$ cat config.mk
export PLATFORM = sky130hd
export DESIGN_NAME = alu_exec_unit
export DESIGN_NICKNAME = d
export VERILOG_FILES = /design/src/rtl/alu_pkg.sv /design/src/rtl/alu_rsp_fifo.sv /design/src/rtl/alu_exec_unit.sv
export SDC_FILE = /design/constraint.sdc
export NUM_CORES = 1
export LEC_CHECK = 0
export CORE_MARGIN = 10
export CORE_UTILIZATION = 56
export CTS_CLUSTER_SIZE = 20
export DETAILED_ROUTE_END_ITERATION = 12
export HOLD_SLACK_MARGIN = 0.1
export PLACE_DENSITY = 0.92
export SETUP_SLACK_MARGIN = 0.3
export SLEW_MARGIN = 15
export SYNTH_ARGS = -nofsm -noshare
export SYNTH_HDL_FRONTEND = slang
export SYNTH_HIERARCHICAL = 1
export SYNTH_SLANG_ARGS = --single-unit
$ cat constraint.sdc
create_clock -name clk -period 10.36 [get_ports clk]
set_input_delay 1.036 -clock clk [delete_from_list [all_inputs] [get_ports clk]]
set_output_delay 1.036 -clock clk [all_outputs]
set_load 0.02 [all_outputs]
$ cat src/rtl/alu_pkg.sv
// Shared definitions for the ALU execute unit: data width, op encodings and
// response-buffer occupancy states.
package alu_pkg;

    localparam int unsigned DATA_W = 32;

    typedef enum logic [1:0] {
        ADD_OP = 2'd0,
        SUB_OP = 2'd1,
        XOR_OP = 2'd2,
        SLT_OP = 2'd3
    } alu_op_e;

    typedef enum logic [1:0] {
        FIFO_EMPTY,
        FIFO_PARTIAL,
        FIFO_FULL
    } fifo_state_e;

endpackage

$ cat src/rtl/alu_rsp_fifo.sv
// Response buffer for alu_exec_unit: DEPTH entries of WIDTH bits, in-order,
// with ready/valid derived purely from registered occupancy state.
module alu_rsp_fifo
    import alu_pkg::*;
#(
    parameter int unsigned DEPTH = 2,
    parameter int unsigned WIDTH = 8
) (
    input  logic             clk,
    input  logic             reset_n,
    input  logic             i_push,
    input  logic [WIDTH-1:0] i_data,
    input  logic             i_pop_ready,
    output logic             o_ready,
    output logic             o_valid,
    output logic [WIDTH-1:0] o_data
);

    localparam int unsigned PTR_W = $clog2(DEPTH);
    localparam int unsigned CNT_W = $clog2(DEPTH + 1);
    localparam logic [PTR_W-1:0] PTR_LAST = PTR_W'(DEPTH - 1);
    localparam logic [CNT_W-1:0] CNT_FULL = CNT_W'(DEPTH);

    logic [WIDTH-1:0] r_mem [DEPTH];
    logic [PTR_W-1:0] r_wr_ptr;
    logic [PTR_W-1:0] r_rd_ptr;
    logic [CNT_W-1:0] r_count;
    fifo_state_e      r_state;

    logic [CNT_W-1:0] w_count_nxt;
    fifo_state_e      w_state_nxt;
    logic             w_push;
    logic             w_pop;

    assign w_push = i_push && (r_state != FIFO_FULL);
    assign w_pop  = i_pop_ready && (r_state != FIFO_EMPTY);

    always_comb begin
        w_count_nxt = r_count;
        if (w_push && !w_pop) begin
            w_count_nxt = r_count + CNT_W'(1);
        end else if (!w_push && w_pop) begin
            w_count_nxt = r_count - CNT_W'(1);
        end

        if (w_count_nxt == '0) begin
            w_state_nxt = FIFO_EMPTY;
        end else if (w_count_nxt == CNT_FULL) begin
            w_state_nxt = FIFO_FULL;
        end else begin
            w_state_nxt = FIFO_PARTIAL;
        end
    end

    // Storage is cleared on reset so the response outputs read as zero.
    always_ff @(posedge clk) begin
        if (!reset_n) begin
            r_wr_ptr <= '0;
            r_rd_ptr <= '0;
            r_count  <= '0;
            r_state  <= FIFO_EMPTY;
            for (int unsigned i = 0; i < DEPTH; i++) begin
                r_mem[i] <= '0;
            end
        end else begin
            r_count <= w_count_nxt;
            r_state <= w_state_nxt;
            if (w_push) begin
                r_mem[r_wr_ptr] <= i_data;
                r_wr_ptr        <= (r_wr_ptr == PTR_LAST) ? '0 : r_wr_ptr + PTR_W'(1);
            end
            if (w_pop) begin
                r_rd_ptr <= (r_rd_ptr == PTR_LAST) ? '0 : r_rd_ptr + PTR_W'(1);
            end
        end
    end

    assign o_ready = (r_state != FIFO_FULL);
    assign o_valid = (r_state != FIFO_EMPTY);
    assign o_data  = r_mem[r_rd_ptr];

endmodule

$ cat src/rtl/alu_exec_unit.sv
// ALU execute unit: add/sub/xor/slt with tagged, buffered, in-order responses.
// Define ALU_EXEC_OVF_EN to add the per-response signed-overflow flag rsp_ovf.
module alu_exec_unit
    import alu_pkg::*;
#(
    parameter int unsigned TAG_W = 4,
    parameter int unsigned DEPTH = 2
) (
    input  logic              clk,
    input  logic              reset_n,
    input  logic              req_valid,
    output logic              req_ready,
    input  logic [1:0]        req_op,
    input  logic [DATA_W-1:0] req_a,
    input  logic [DATA_W-1:0] req_b,
    input  logic [TAG_W-1:0]  req_tag,
    output logic              rsp_valid,
    input  logic              rsp_ready,
    output logic [DATA_W-1:0] rsp_result,
    output logic              rsp_eq,
    output logic [TAG_W-1:0]  rsp_tag,
`ifdef ALU_EXEC_OVF_EN
    output logic              rsp_ovf,
`endif
    output logic [15:0]       op_count
);

`ifdef ALU_EXEC_OVF_EN
    localparam int unsigned ENTRY_W = DATA_W + 1 + TAG_W + 1;
`else
    localparam int unsigned ENTRY_W = DATA_W + 1 + TAG_W;
`endif

    logic [DATA_W-1:0]  w_sum;
    logic [DATA_W-1:0]  w_diff;
    logic [DATA_W-1:0]  w_result;
    logic               w_eq;
    logic               w_lt;
    logic               w_accept;
    logic [ENTRY_W-1:0] w_entry;
    logic [ENTRY_W-1:0] w_rsp_entry;
    logic [15:0]        r_op_count;

    assign w_sum    = req_a + req_b;
    assign w_diff   = req_a - req_b;
    assign w_eq     = (req_a == req_b);
    assign w_lt     = ($signed(req_a) < $signed(req_b));
    assign w_accept = req_valid && req_ready;

    always_comb begin
        w_result = '0;
        case (alu_op_e'(req_op))
            ADD_OP:  w_result = w_sum;
            SUB_OP:  w_result = w_diff;
            XOR_OP:  w_result = req_a ^ req_b;
            SLT_OP:  w_result = {{(DATA_W-1){1'b0}}, w_lt};
            default: w_result = '0;
        endcase
    end

`ifdef ALU_EXEC_OVF_EN
    logic w_ovf;

    // Overflow: operands' signs make overflow possible and the result sign flipped.
    always_comb begin
        w_ovf = 1'b0;
        case (alu_op_e'(req_op))
            ADD_OP:  w_ovf = (req_a[DATA_W-1] == req_b[DATA_W-1]) &&
                             (w_sum[DATA_W-1] != req_a[DATA_W-1]);
            SUB_OP:  w_ovf = (req_a[DATA_W-1] != req_b[DATA_W-1]) &&
                             (w_diff[DATA_W-1] != req_a[DATA_W-1]);
            default: w_ovf = 1'b0;
        endcase
    end

    assign w_entry = {w_result, w_eq, req_tag, w_ovf};
    assign {rsp_result, rsp_eq, rsp_tag, rsp_ovf} = w_rsp_entry;
`else
    assign w_entry = {w_result, w_eq, req_tag};
    assign {rsp_result, rsp_eq, rsp_tag} = w_rsp_entry;
`endif

    alu_rsp_fifo #(
        .DEPTH (DEPTH),
        .WIDTH (ENTRY_W)
    ) u_rsp_fifo (
        .clk         (clk),
        .reset_n     (reset_n),
        .i_push      (w_accept),
        .i_data      (w_entry),
        .i_pop_ready (rsp_ready),
        .o_ready     (req_ready),
        .o_valid     (rsp_valid),
        .o_data      (w_rsp_entry)
    );

    always_ff @(posedge clk) begin
        if (!reset_n) begin
            r_op_count <= '0;
        end else if (w_accept) begin
            r_op_count <= r_op_count + 16'd1;
        end
    end

    assign op_count = r_op_count;

endmodule

# Word level (Yosys, flattened, before mapping)
# Memories as Yosys holds them, arrays and structs flattened. A register that Yosys moved wholly into a read port is not among the register bits.
# Cells that the tools add are included.
# Widths: inputs -> output; s select.
[op_classes]
add_sub_neg = 7
multipliers = 0
n_div = 0
n_lt_le_gt_ge = 1
n_eq_ne = 6
n_shift = 0
n_mux = 15
n_bitwise = 2
n_reduce_logical = 12
[op_table]
columns = ["op", "count"]
rows = [
  ["$pmux 32 s4", 1],
  ["$mux 37", 1],
  ["$reduce_or 37->1", 1],
  ["$add 32x32->32", 1],
  ["$eq 32x32->1", 1],
  ["$lt 32x32->1", 1],
  ["$sub 32x32->32", 1],
  ["$xor 32x32->32", 1],
  ["$add 16x1->16 const B", 1],
  ["$mux 1", 10],
  ["$eq 2x2->1 const B", 3],
  ["$mux 2", 3],
  ["$logic_and 1x1->1", 5],
  ["$logic_not 2->1", 2],
  ["$add 1x1->1 const B", 2],
  ["$add 2x1->2 const B", 1],
  ["$eq 2x1->1 const B", 1],
  ["$logic_not 1->1", 2],
  ["$ne 2x2->1 const B", 1],
  ["$reduce_bool 2->1", 1],
  ["$reduce_or 2->1", 1],
  ["$sub 2x1->2 const B", 1],
  ["$not 1->1", 1],
]
[word_totals]
regBits = 22
latch_bits = 0
mem_bits_rw = 74
mem_bits_ro = 0
input_bits = 74
output_inout_bits = 55
wordCells = 49
mem_count = 1
[mem_list]
columns = ["name", "words", "width", "read_ports", "rd_ports_with_merged_regs", "write_ports", "line", "rtl"]
rows = [
  ["u_rsp_fifo.r_mem", 2, 37, 1, 1, 2, "alu_rsp_fifo.sv:24", "logic [WIDTH-1:0] r_mem [DEPTH];"],
]

# Logic depth before layout (Yosys ltp)
[logic_depth]
word_depth = 9
mapped_depth = 14
ltp_nobuf = 14

# Cells and area by module
# Netlist, hierarchy kept.
[by_module_without_submodules]
columns = ["module", "instances", "cells_each", "area_per_inst_um2", "seq_area_each_um2"]
rows = [
  ["alu_exec_unit", 1, 745, 5032.3, 320.3],
  ["alu_rsp_fifo", 1, 231, 3494.6, 2362.3],
]

# Worst setup path before layout
# Ideal clock, no wire load.
[synth_path]
kind = "input port to flip-flop"
startpoint = "in req_valid"
endpoint = "mem u_rsp_fifo/r_mem[0][0] in the netlist's numbering, enable pin"
setup_ns = 0.483
arrival_time_ns = 4.273
required_time_ns = 9.877
path_slack_ns = 5.605
path_stages = 4
n_path_buf = 1
path_cell_list = "and2_1 > clkbuf_1 > nand2_2 > o21ai_0"
[synth_rtl]
columns = ["element", "line", "rtl"]
rows = [
  ["start, declared", "alu_exec_unit.sv:11", "input logic req_valid,"],
  ["end, declared", "alu_rsp_fifo.sv:24", ""],
]

==> reports/qor.json <==
{
  "logic_synthesis": {
    "edff_count_synth": 74,
    "synth.ff_latch_count": 97,
    "synthXorXnorAreaFrac": 0.0339,
    "synth_simple_gate_area_frac": 0.213,
    "mappedNetlistArea_um2": 8530,
    "synthesis.instances": 976,
    "synth.yosys.seq_area_share": 0.315,
    "mappedNetlistNets": 1116,
    "multiplexer_fraction_of_the_synthesized_cell_area": 0.0585,
    "postSynthAreaPerCell_um2": 8.74,
    "yosysUniqueCellTypes": 79,
    "synth_fa_ha_area_frac": 0.0986,
    "synth.yosys.warnings": 6,
    "synth_top_family_by_area": "compound AO/OA/AOI/OAI gates",
    "postSynth.asyncResetShare": 0,
    "share_of_the_synthesized_area_in_compound_gates_ao_oa_aoi_oai": 0.222,
    "synth_flop_cell": "edfxtp_1"
  },
  "floorplan": {
    "die_area_um2": 20600,
    "initial_core_util": 0.567,
    "top_level_ports": 129,
    "core-area_um2": 15000,
    "fp_rows": 45,
    "dieHeight_um": 143,
    "die_x_um": 143
  },
  "clock_network": {
    "clock-sinks": 97,
    "tritoncts.num_buffers": 9,
    "cts-root-buf": "clkbuf_16",
    "ctsHoldBuffers": 0,
    "cts_tree": "yes",
    "cts_buffer_depth": 2,
    "cts-htree-levels": 3,
    "worst_setup_hold_path_clk_slew_ns": 0.07,
    "post_cts.resized_instances": 0,
    "post_cts_buffers": 0,
    "clk_latency_worst_skew_pair_ns": 0.35
  },
  "sta": {
    "finalCritPeriodShare": 0.415,
    "final-hold-violation-count": 0,
    "grt_setup_unrepaired": "no",
    "timing.final.setup_violations": 0,
    "setup_slack_ns": 6.06,
    "worst_slew_pin_slew_ns": 1.10,
    "clock-skew-final_ns": 0.00919,
    "drv_slew": 0,
    "max_slew_margin": 0.263,
    "totalNegativeSetupSlack_ns": 0,
    "max_clock_freq_mhz": 233,
    "finalCriticalPeriod_ns": 4.30
  },
  "setup_path": {
    "endpoint_kind": "flop",
    "worst_ep_arrival_time_ns": 4.52,
    "critPathLaunchType": "input pin",
    "r2r_setup_slack_ns": 7.96,
    "path_cells": "clkdlybuf4s50_1 -> inv_1 -> ha_1 -> inv_1 -> a22o_1 -> nor3b_1 -> a31oi_1 -> a21oi_1 -> o211ai_1 -> a211oi_1 -> a31oi_1 -> o31ai_1 -> and2_1",
    "critical_path_class": "input pin to flop",
    "timing.critical_path.fanout_max": 10,
    "crit_required_ns": 10.58,
    "crit_slowest_cell": "ha_1",
    "critical-path-max-stage-delay_ns": 0.50
  },
  "final_layout": {
    "layout-drive-gt1-share": 0.0767,
    "flow.area_growth_from_synthesis_pct": 19.1,
    "fillers": 1149,
    "fin_nets": 1204,
    "num_antenna_cells": 0
  },
  "routing": {
    "first_pass_iters": 5,
    "drt-vias-per-instance": 6.19,
    "ant_nets": 0,
    "detail_route.iter0.violations": 774,
    "remaining_drc_errors": 0,
    "num_vias": 7784,
    "finalWirelength_mm": 23.4,
    "wl_per_cell_um": 18.6
  },
  "placement": {
    "detailedPlace.worstSlack_ns": 5.79,
    "dpl_hpwl_mm": 17.7,
    "port-buffer-count": 128,
    "final_weighted_congestion_of_routability_driven_global_placement": 0.973
  },
  "status": {
    "status": "complete, no violations"
  },
  "global_routing": {
    "grt_overflow": 0,
    "antenna_found_initial": 0,
    "grt_max_degree": 61,
    "groute.usage.overall": 0.222,
    "grt_first_pass_wirelength_mm": 37.2,
    "grt_pass1_vias": 7282
  },
  "power_and_ir_drop": {
    "power_leakage_nw": 4.08,
    "cellPowerDensity_nw_per_um2": 131,
    "maximum_ir_drop_on_the_vdd_rail_uv": 94.0
  },
  "run": {
    "maxCapViolations": 0
  },
  "hold_path": {
    "holdCritPathClass": "flop to flop"
  }
}
## cells in the mapped netlist, types with 15 or more instances
| master | number | area [um^2] |
|---|---|---|
| inv_1 | 71 | 267 |
| nor3_1 | 19 | 95.1 |
| edfxtp_1 | 74 | 2220 |
| nor2_1 | 78 | 293 |
| ha_1 | 64 | 801 |
| nand2_1 | 43 | 161 |
| and2_1 | 93 | 582 |
| nand3_1 | 28 | 140 |
| a31oi_1 | 15 | 93.8 |
| o21ai_0 | 45 | 225 |
| clkbuf_1 | 41 | 154 |
| o21bai_1 | 18 | 135 |
| dfxtp_1 | 23 | 460 |
| mux2_2 | 39 | 439 |
| a21oi_1 | 66 | 330 |
| o211ai_1 | 15 | 113 |
| xnor2_1 | 28 | 245 |
## metal layers
layer	up-vias	track usage	part of all wire
met4	0	0.0752	0.022
li1	3705	-	-
met3	50	0.0512	0.097
met5	-	0	0
met1	3627	0.297	0.43
met2	402	0.343	0.45
## registers in the layout, indices dropped and copies added, names as in the netlist, named ones only
name / cells
op_count: 16
u_rsp_fifo/r_mem: 74
u_rsp_fifo/r_count: 2
u_rsp_fifo/r_rd_ptr: 1
u_rsp_fifo/r_state: 2
u_rsp_fifo/r_wr_ptr: 1
## placed cells by master, fill, tap and decap left out, types with 5 or more instances in the layout
master	instances
clkdlybuf4s50_1	127
and2_1	93
nor2_1	78
edfxtp_1	74
inv_1	71
a21oi_1	66
ha_1	64
o21ai_0	43
nand2_1	43
mux2_2	39
nand3_1	28
xnor2_1	28
dfxtp_1	23
nor3_1	19
o21bai_1	18
a31oi_1	15
o211ai_1	15
nor2b_1	13
a21o_1	13
and3_1	11
o21a_1	9
clkbuf_16	9
o31ai_1	8
nand2b_1	8
o32ai_1	8
nor4_1	7
nor3b_1	6
a32o_1	6
mux2i_1	6
nand4_1	6
a211oi_1	6
xor2_1	5
buf_4	5
## worst max-delay path: cells and delay by family
kind                     cells  cell delay, ns
AO/OA/AOI/OAI                7            1.59
adder cells (fa/ha/maj)      1            0.50
buffers and inverters        3            0.67
AND/OR/NAND/NOR              2            0.69
## metrics by stage
step                      instances  instance area [um^2]  power [W]   util  hold slack, ns
after floorplan                 976                  8530   0.000831      -           0.462
after global placement         1240                  9860    0.00100  0.656           0.475
after detailed placement       1240                  9860    0.00101  0.656           0.502
after CTS                      1256                 10100    0.00133  0.675           0.518
after global routing           1257                 10200    0.00140  0.676           0.547
final                          1257                 10200    0.00133  0.676           0.511
## path summary, 6_finish.rpt
path | start | endpoint | cells past startpoint
min reg2reg | u_rsp_fifo/r_rd_ptr$_SDFFE_PN0P_ | u_rsp_fifo/r_rd_ptr$_SDFFE_PN0P_ | 2
max reg2reg | u_rsp_fifo/r_state[0]$_SDFF_PP0_ | u_rsp_fifo/r_mem[1][9]$_SDFFCE_PN0P_ | 5
min | u_rsp_fifo/r_rd_ptr$_SDFFE_PN0P_ | u_rsp_fifo/r_rd_ptr$_SDFFE_PN0P_ | 2
max | req_b[4] | u_rsp_fifo/r_mem[1][24]$_SDFFCE_PN0P_ | 13
## report_power, final
group          switching, W  internal [W]  total (W)
logic              0.000305      0.000230   0.000535
registers         0.0000161      0.000467   0.000483
clock network      0.000134      0.000182   0.000316
total              0.000455      0.000879    0.00133
## final cells by class
cell class,instances,area (um^2),share of cell area
clock buffers,14,274,0.0270
clock inverters,2,11.3,0.00111
inverters,72,270,0.0266
multi-input cells,750,5350,0.527
flip-flops and latches,97,2680,0.264
well taps,188,235,0.0232
repair buffers,134,1330,0.131
## cells by family after synthesis
logic type / after synthesis
compound gates: 269
xor+xnor: 33
fa+ha+maj: 66
buf+inv: 129
flops: 97
mux: 45
simple gates: 337
(Power assumes the default switching activity.)
